==> config.mk <==
export PLATFORM = sky130hd
export DESIGN_NAME = quad_store_rmw
export DESIGN_NICKNAME = d
export VERILOG_FILES = /design/src/rtl/quad_store_rmw.sv
export SDC_FILE = /design/constraint.sdc
export NUM_CORES = 1
export LEC_CHECK = 0
export CORE_MARGIN = 2
export CORE_UTILIZATION = 47
export CTS_CLUSTER_SIZE = 28
export DETAILED_ROUTE_END_ITERATION = 8
export PLACE_DENSITY = 0.86
export SLEW_MARGIN = 0
export SYNTH_ARGS = -nofsm -noshare
export SYNTH_HDL_FRONTEND = slang
export SYNTH_SLANG_ARGS = --single-unit
==> constraint.sdc <==
create_clock -name clk -period 2.21 [get_ports clk]
set_input_delay 0.442 -clock clk [delete_from_list [all_inputs] [get_ports clk]]
set_output_delay 0.442 -clock clk [all_outputs]
set_load 0.1 [all_outputs]
==> src/rtl/quad_store_rmw.sv <==
// quad_store_rmw: places a low-aligned store value big-endian at its byte offset in a
// 64-bit quad and commits it to a quad-only RAM port by read-modify-write.
// req_type encoding: 0=RAM_QUAD, 1=RAM_LONG, 2=RAM_WORD, 3=RAM_BYTE.
// Optional: define QUAD_STORE_FWD_EN for a one-entry store buffer that lets a
// sub-quad store to the last written quad skip the RAM read.
module quad_store_rmw #(
  parameter int ADDR_W     = 32,
  parameter int RD_LATENCY = 1
) (
  input  logic              clk,
  input  logic              rst_n,
  input  logic              req_valid,
  output logic              req_ready,
  input  logic [ADDR_W-1:0] req_addr,
  input  logic [1:0]        req_type,
  input  logic [63:0]       req_data,
  output logic [ADDR_W-4:0] ram_addr,
  output logic              ram_rd_en,
  input  logic [63:0]       ram_rd_data,
  output logic              ram_wr_en,
  output logic [63:0]       ram_wr_data,
  output logic              done,
  output logic              err_align
);
  localparam logic [1:0] RAM_QUAD = 2'd0;
  localparam logic [1:0] RAM_LONG = 2'd1;
  localparam logic [1:0] RAM_WORD = 2'd2;
  localparam logic [1:0] WAIT_INIT = (RD_LATENCY > 1) ? 2'(RD_LATENCY - 2) : 2'd0;

  typedef enum logic [2:0] {S_IDLE, S_READ, S_WAIT, S_MERGE, S_WRITE, S_DONE, S_ERR} state_t;

  state_t            state_q, state_d;
  logic [ADDR_W-4:0] idx_q, idx_d;
  logic [2:0]        off_q, off_d;
  logic [1:0]        type_q, type_d;
  logic [63:0]       data_q, data_d;
  logic [1:0]        cnt_q, cnt_d;
`ifdef QUAD_STORE_FWD_EN
  logic              buf_v_q, buf_v_d;
  logic [ADDR_W-4:0] buf_idx_q, buf_idx_d;
  logic [63:0]       buf_data_q, buf_data_d;
`endif

  function automatic logic misaligned(input logic [1:0] t, input logic [2:0] o);
    return (t == RAM_QUAD) ? (o != 3'd0) : (t == RAM_LONG) ? (o[1:0] != 2'd0) :
           (t == RAM_WORD) ? o[0] : 1'b0;
  endfunction

  // Big-endian placement: the field is first pushed to the top of the quad, then
  // shifted down by the byte offset, so byte 0 of the address is bits [63:56].
  function automatic logic [63:0] merge(input logic [63:0] base, input logic [63:0] val,
                                        input logic [1:0] t, input logic [2:0] o);
    logic [63:0] m, v;
    m = (t == RAM_QUAD) ? '1 : (t == RAM_LONG) ? {32'hFFFF_FFFF, 32'h0} :
        (t == RAM_WORD) ? {16'hFFFF, 48'h0} : {8'hFF, 56'h0};
    v = (t == RAM_QUAD) ? val : (t == RAM_LONG) ? {val[31:0], 32'h0} :
        (t == RAM_WORD) ? {val[15:0], 48'h0} : {val[7:0], 56'h0};
    return (base & ~(m >> {o, 3'b0})) | (v >> {o, 3'b0});
  endfunction

  // Next-state, request latching, merge and store-buffer update
  always_comb begin
    state_d = state_q;
    idx_d   = idx_q;
    off_d   = off_q;
    type_d  = type_q;
    data_d  = data_q;
    cnt_d   = cnt_q;
`ifdef QUAD_STORE_FWD_EN
    buf_v_d    = buf_v_q;
    buf_idx_d  = buf_idx_q;
    buf_data_d = buf_data_q;
`endif
    case (state_q)
      S_IDLE: if (req_valid) begin
        idx_d  = req_addr[ADDR_W-1:3];
        off_d  = req_addr[2:0];
        type_d = req_type;
        data_d = req_data;
        if (misaligned(req_type, req_addr[2:0])) state_d = S_ERR;
        else if (req_type == RAM_QUAD) state_d = S_WRITE;
`ifdef QUAD_STORE_FWD_EN
        else if (buf_v_q && buf_idx_q == req_addr[ADDR_W-1:3]) begin
          data_d  = merge(buf_data_q, req_data, req_type, req_addr[2:0]);
          state_d = S_WRITE;
        end
`endif
        else state_d = S_READ;
      end
      S_READ: begin
        cnt_d   = WAIT_INIT;
        state_d = (RD_LATENCY > 1) ? S_WAIT : S_MERGE;
      end
      S_WAIT: begin
        cnt_d   = cnt_q - 2'd1;
        state_d = (cnt_q == 2'd0) ? S_MERGE : S_WAIT;
      end
      S_MERGE: begin
        data_d  = merge(ram_rd_data, data_q, type_q, off_q);
        state_d = S_WRITE;
      end
      S_WRITE: begin
`ifdef QUAD_STORE_FWD_EN
        buf_v_d    = 1'b1;
        buf_idx_d  = idx_q;
        buf_data_d = data_q;
`endif
        state_d = S_DONE;
      end
      default: state_d = S_IDLE;
    endcase
  end

  // State and datapath registers; reset aborts any operation in flight
  always_ff @(posedge clk or negedge rst_n) begin
    if (!rst_n) begin
      state_q <= S_IDLE;
      idx_q   <= '0;
      off_q   <= '0;
      type_q  <= '0;
      data_q  <= '0;
      cnt_q   <= '0;
`ifdef QUAD_STORE_FWD_EN
      buf_v_q    <= 1'b0;
      buf_idx_q  <= '0;
      buf_data_q <= '0;
`endif
    end else begin
      state_q <= state_d;
      idx_q   <= idx_d;
      off_q   <= off_d;
      type_q  <= type_d;
      data_q  <= data_d;
      cnt_q   <= cnt_d;
`ifdef QUAD_STORE_FWD_EN
      buf_v_q    <= buf_v_d;
      buf_idx_q  <= buf_idx_d;
      buf_data_q <= buf_data_d;
`endif
    end
  end

  assign req_ready   = state_q == S_IDLE;
  assign ram_rd_en   = state_q == S_READ;
  assign ram_wr_en   = state_q == S_WRITE;
  assign done        = state_q == S_DONE;
  assign err_align   = state_q == S_ERR;
  assign ram_addr    = idx_q;
  assign ram_wr_data = ram_wr_en ? data_q : '0;
endmodule

==> qor.txt <==
crit share post-route: 101%
unrepaired setup endpoints after global routing: true
Final Wtd Congestion: 1.03
leading area contributor after synthesis: dfrtp_1
initial antenna violation count: 2
Die X: 135 um
Clock Pin Slew Worst Setup and Hold Paths: 0.08 ns
Initial DRC Count: 1362
HP Class: reg -> reg
CTS Buffer Depth: 2
clock latency on the worst-skew pair: 0.37 ns
DIE HEIGHT: 135 um
DRC: 0
Rows: 47
area delta synth->final: 58.7%
vias in the first global route: 9574
die footprint: 18200 um2
pwr dens: 1860 nW/um2
Post-Syn Instances: 978
leakage power: 5.48 nW
post-synth net total: 1144
Core ar.: 16600 um2
crit end category: flop
DRT Wirelength: 37400 um
Worst slew margin: 48.7%
H-tree levels: 3
top post-synthesis cells by area: dfrtp_1, mux2i_1, nand2_1, and3_1, a21oi_1
placed cell area: 12300 um2
failing checks: setup timing
type of the worst setup path: reg -> reg
fin area: 12800 um2
fin crit period: 2.24 ns
critical path fanouts, max: 25
GRT Util Overall: 40.2%
Most used DFF post-synth: dfrtp_1
first-pass GRT wire length: 55400 um
Peak Freq: 0.447 GHz
synthesized cell area: 8040 um2
Synth warnings: 0
total I/O pin count: 263
vias per std cell: 6.54
Peak VDD IR: 1.56 mV
Hold WS: 0.484 ns
nets: 1438
run status: finished, violations left
largest net degree at the start of global routing: 55
Mean Syn Cell Area: 8.22 um2
CTS sink cnt: 103
most frequent cells in the layout: clkdlybuf4s50_1, nand2_1, buf_4, dfrtp_1, buf_12
WP data arrival: 2.48 ns
clock skew: 0.0180 ns
CTS buffer count: 9
Final setup viols: 2
Antenna Violating Nets Remaining: 0
Post-synth EDFFs: 0
Synth cell types: 62
fillcell total: 1185
grt total ovfl: 0
Routed wire per std cell: 25.0 um
post-route worst setup slack: -0.0267 ns
Slew @ Worst Pin: 0.770 ns
post-synthesis sequential area ratio: 32.1%
PortBufs: 262
total number of vias: 9803
Slew Viols, Final: 0
Final Hold Viols: 0
commonest non-fill, non-tap cell in the layout: clkdlybuf4s50_1
max cap viols: 0
Initial DRT Pass Iterations: 6
layout cells sized above 1: 28.1%
CP Data Required Time: 2.45 ns
clock root cell: clkbuf_16
dpl hpwl: 28200 um
register bit total from synthesis: 103
Initial Util: 48.3%
share of the synthesized area in the top cell type: 32.1%
CP startpoint kind: flop
CTS tree: built
ys async rst share: 100%
-- state kept, by name, indices dropped and copies added (netlist names) --
name      count
cnt_q         2
data_q       64
off_q         3
ram_addr     29
state_q       3
type_q        2
-- path summary, 6_finish.rpt --
kind	startpoint	endpoint	slack (ns)	cells after the start
worst min register to register	ram_addr[23]	ram_addr[23]	0.48	2
min in group asynchronous	rst_n	ram_addr[20]	0.54	2
worst max register to register	type_q[0]	data_q[37]	-0.03	6
worst min-delay path	ram_addr[23]	ram_addr[23]	0.48	2
max in group asynchronous	rst_n	state_q[2]	0.97	3
worst max-delay path	type_q[0]	data_q[37]	-0.03	6
-- per-stage QoR --
stage	utilization (%)	setup TNS [ns]	total power, mW	worst slack (ns)	instances
finish	76.7	-0.0310	23.8	-0.0267	1498
global route	76.6	-0.223	24.7	-0.0741	1497
CTS	75.8	-0.00584	22.9	-0.00584	1491
detailed placement	73.9	-0.0156	21.1	-0.0156	1472
global placement	73.9	0	20.9	0.0344	1472
floorplan	-	-1.32	14.8	-0.127	978
-- final cells by class --
| class | count | area [um2] | share of cell area, % |
|---|---|---|---|
| diodes | 1 | 2.50 | 0.0196 |
| repair buffers | 383 | 4330 | 34.0 |
| clock buffers | 9 | 225 | 1.77 |
| well taps | 220 | 275 | 2.16 |
| flip-flops and latches | 103 | 2580 | 20.3 |
| inverters | 9 | 37.5 | 0.294 |
| clock inverters | 7 | 72.6 | 0.569 |
| multi-input cells | 766 | 5230 | 41.0 |
-- synthesized netlist by cell type (5+ instances only) --
master,count
o21a_1,12
nand3_1,6
nor2b_1,8
nor2_1,41
inv_1,7
o2111ai_1,5
dfrtp_1,103
nand2b_1,26
clkbuf_1,58
buf_2,28
o22ai_1,36
o21ai_1,16
a211o_1,13
a21oi_1,71
nor3_1,9
nand2_1,156
a22o_1,11
mux4_2,9
and3_1,70
o211ai_1,6
o221ai_1,7
a221o_1,9
a31oi_1,6
a22oi_1,16
nor3b_1,5
mux2i_1,76
o21ai_0,50
buf_1,8
a221oi_1,28
mux2_2,14
-- logic make-up after synthesis --
| group | count (synthesis) | synth area share (%) |
|---|---|---|
| AND/OR/NAND/NOR | 353 | 21.7 |
| buffers and inverters | 109 | 5.87 |
| adder cells (fa/ha/maj) | 1 | 0.156 |
| flip-flops | 103 | 32.1 |
| AO/OA/AOI/OAI | 310 | 25.7 |
| multiplexers | 102 | 14.5 |
-- layer usage --
metal	global-route usage (%)	wire (um)	up-vias
met5	0	11	-
met4	17.8	1570	2
met3	9.91	4290	105
met2	60.1	16500	753
met1	55.3	15000	4697
li1	-	-	4246
-- where the power goes --
part	internal (mW)	switching, mW
clock network	0.803	0.855
registers	2.84	1.42
logic	6.78	11.1
-- worst max-delay path: stages (launching register included) --
cell and delay [ns]:
dfrtp_2 0.49, buf_12 0.22, mux2_4 0.34, mux4_2 0.54, nor2_2 0.14, nor2_1 0.06, a221o_1 0.32
-- repair_timing --
action / in CTS / in global routing
setup buffers: 2 / 4
hold buffers: 1 / 0
hold endpoints to repair: 3 / 0
gates cloned: 0 / 2
pin swaps: 0 / 3
resized for setup: 2 / 10
endpoints found under the setup margin: 30 / 47
(Power assumes the default switching activity.)
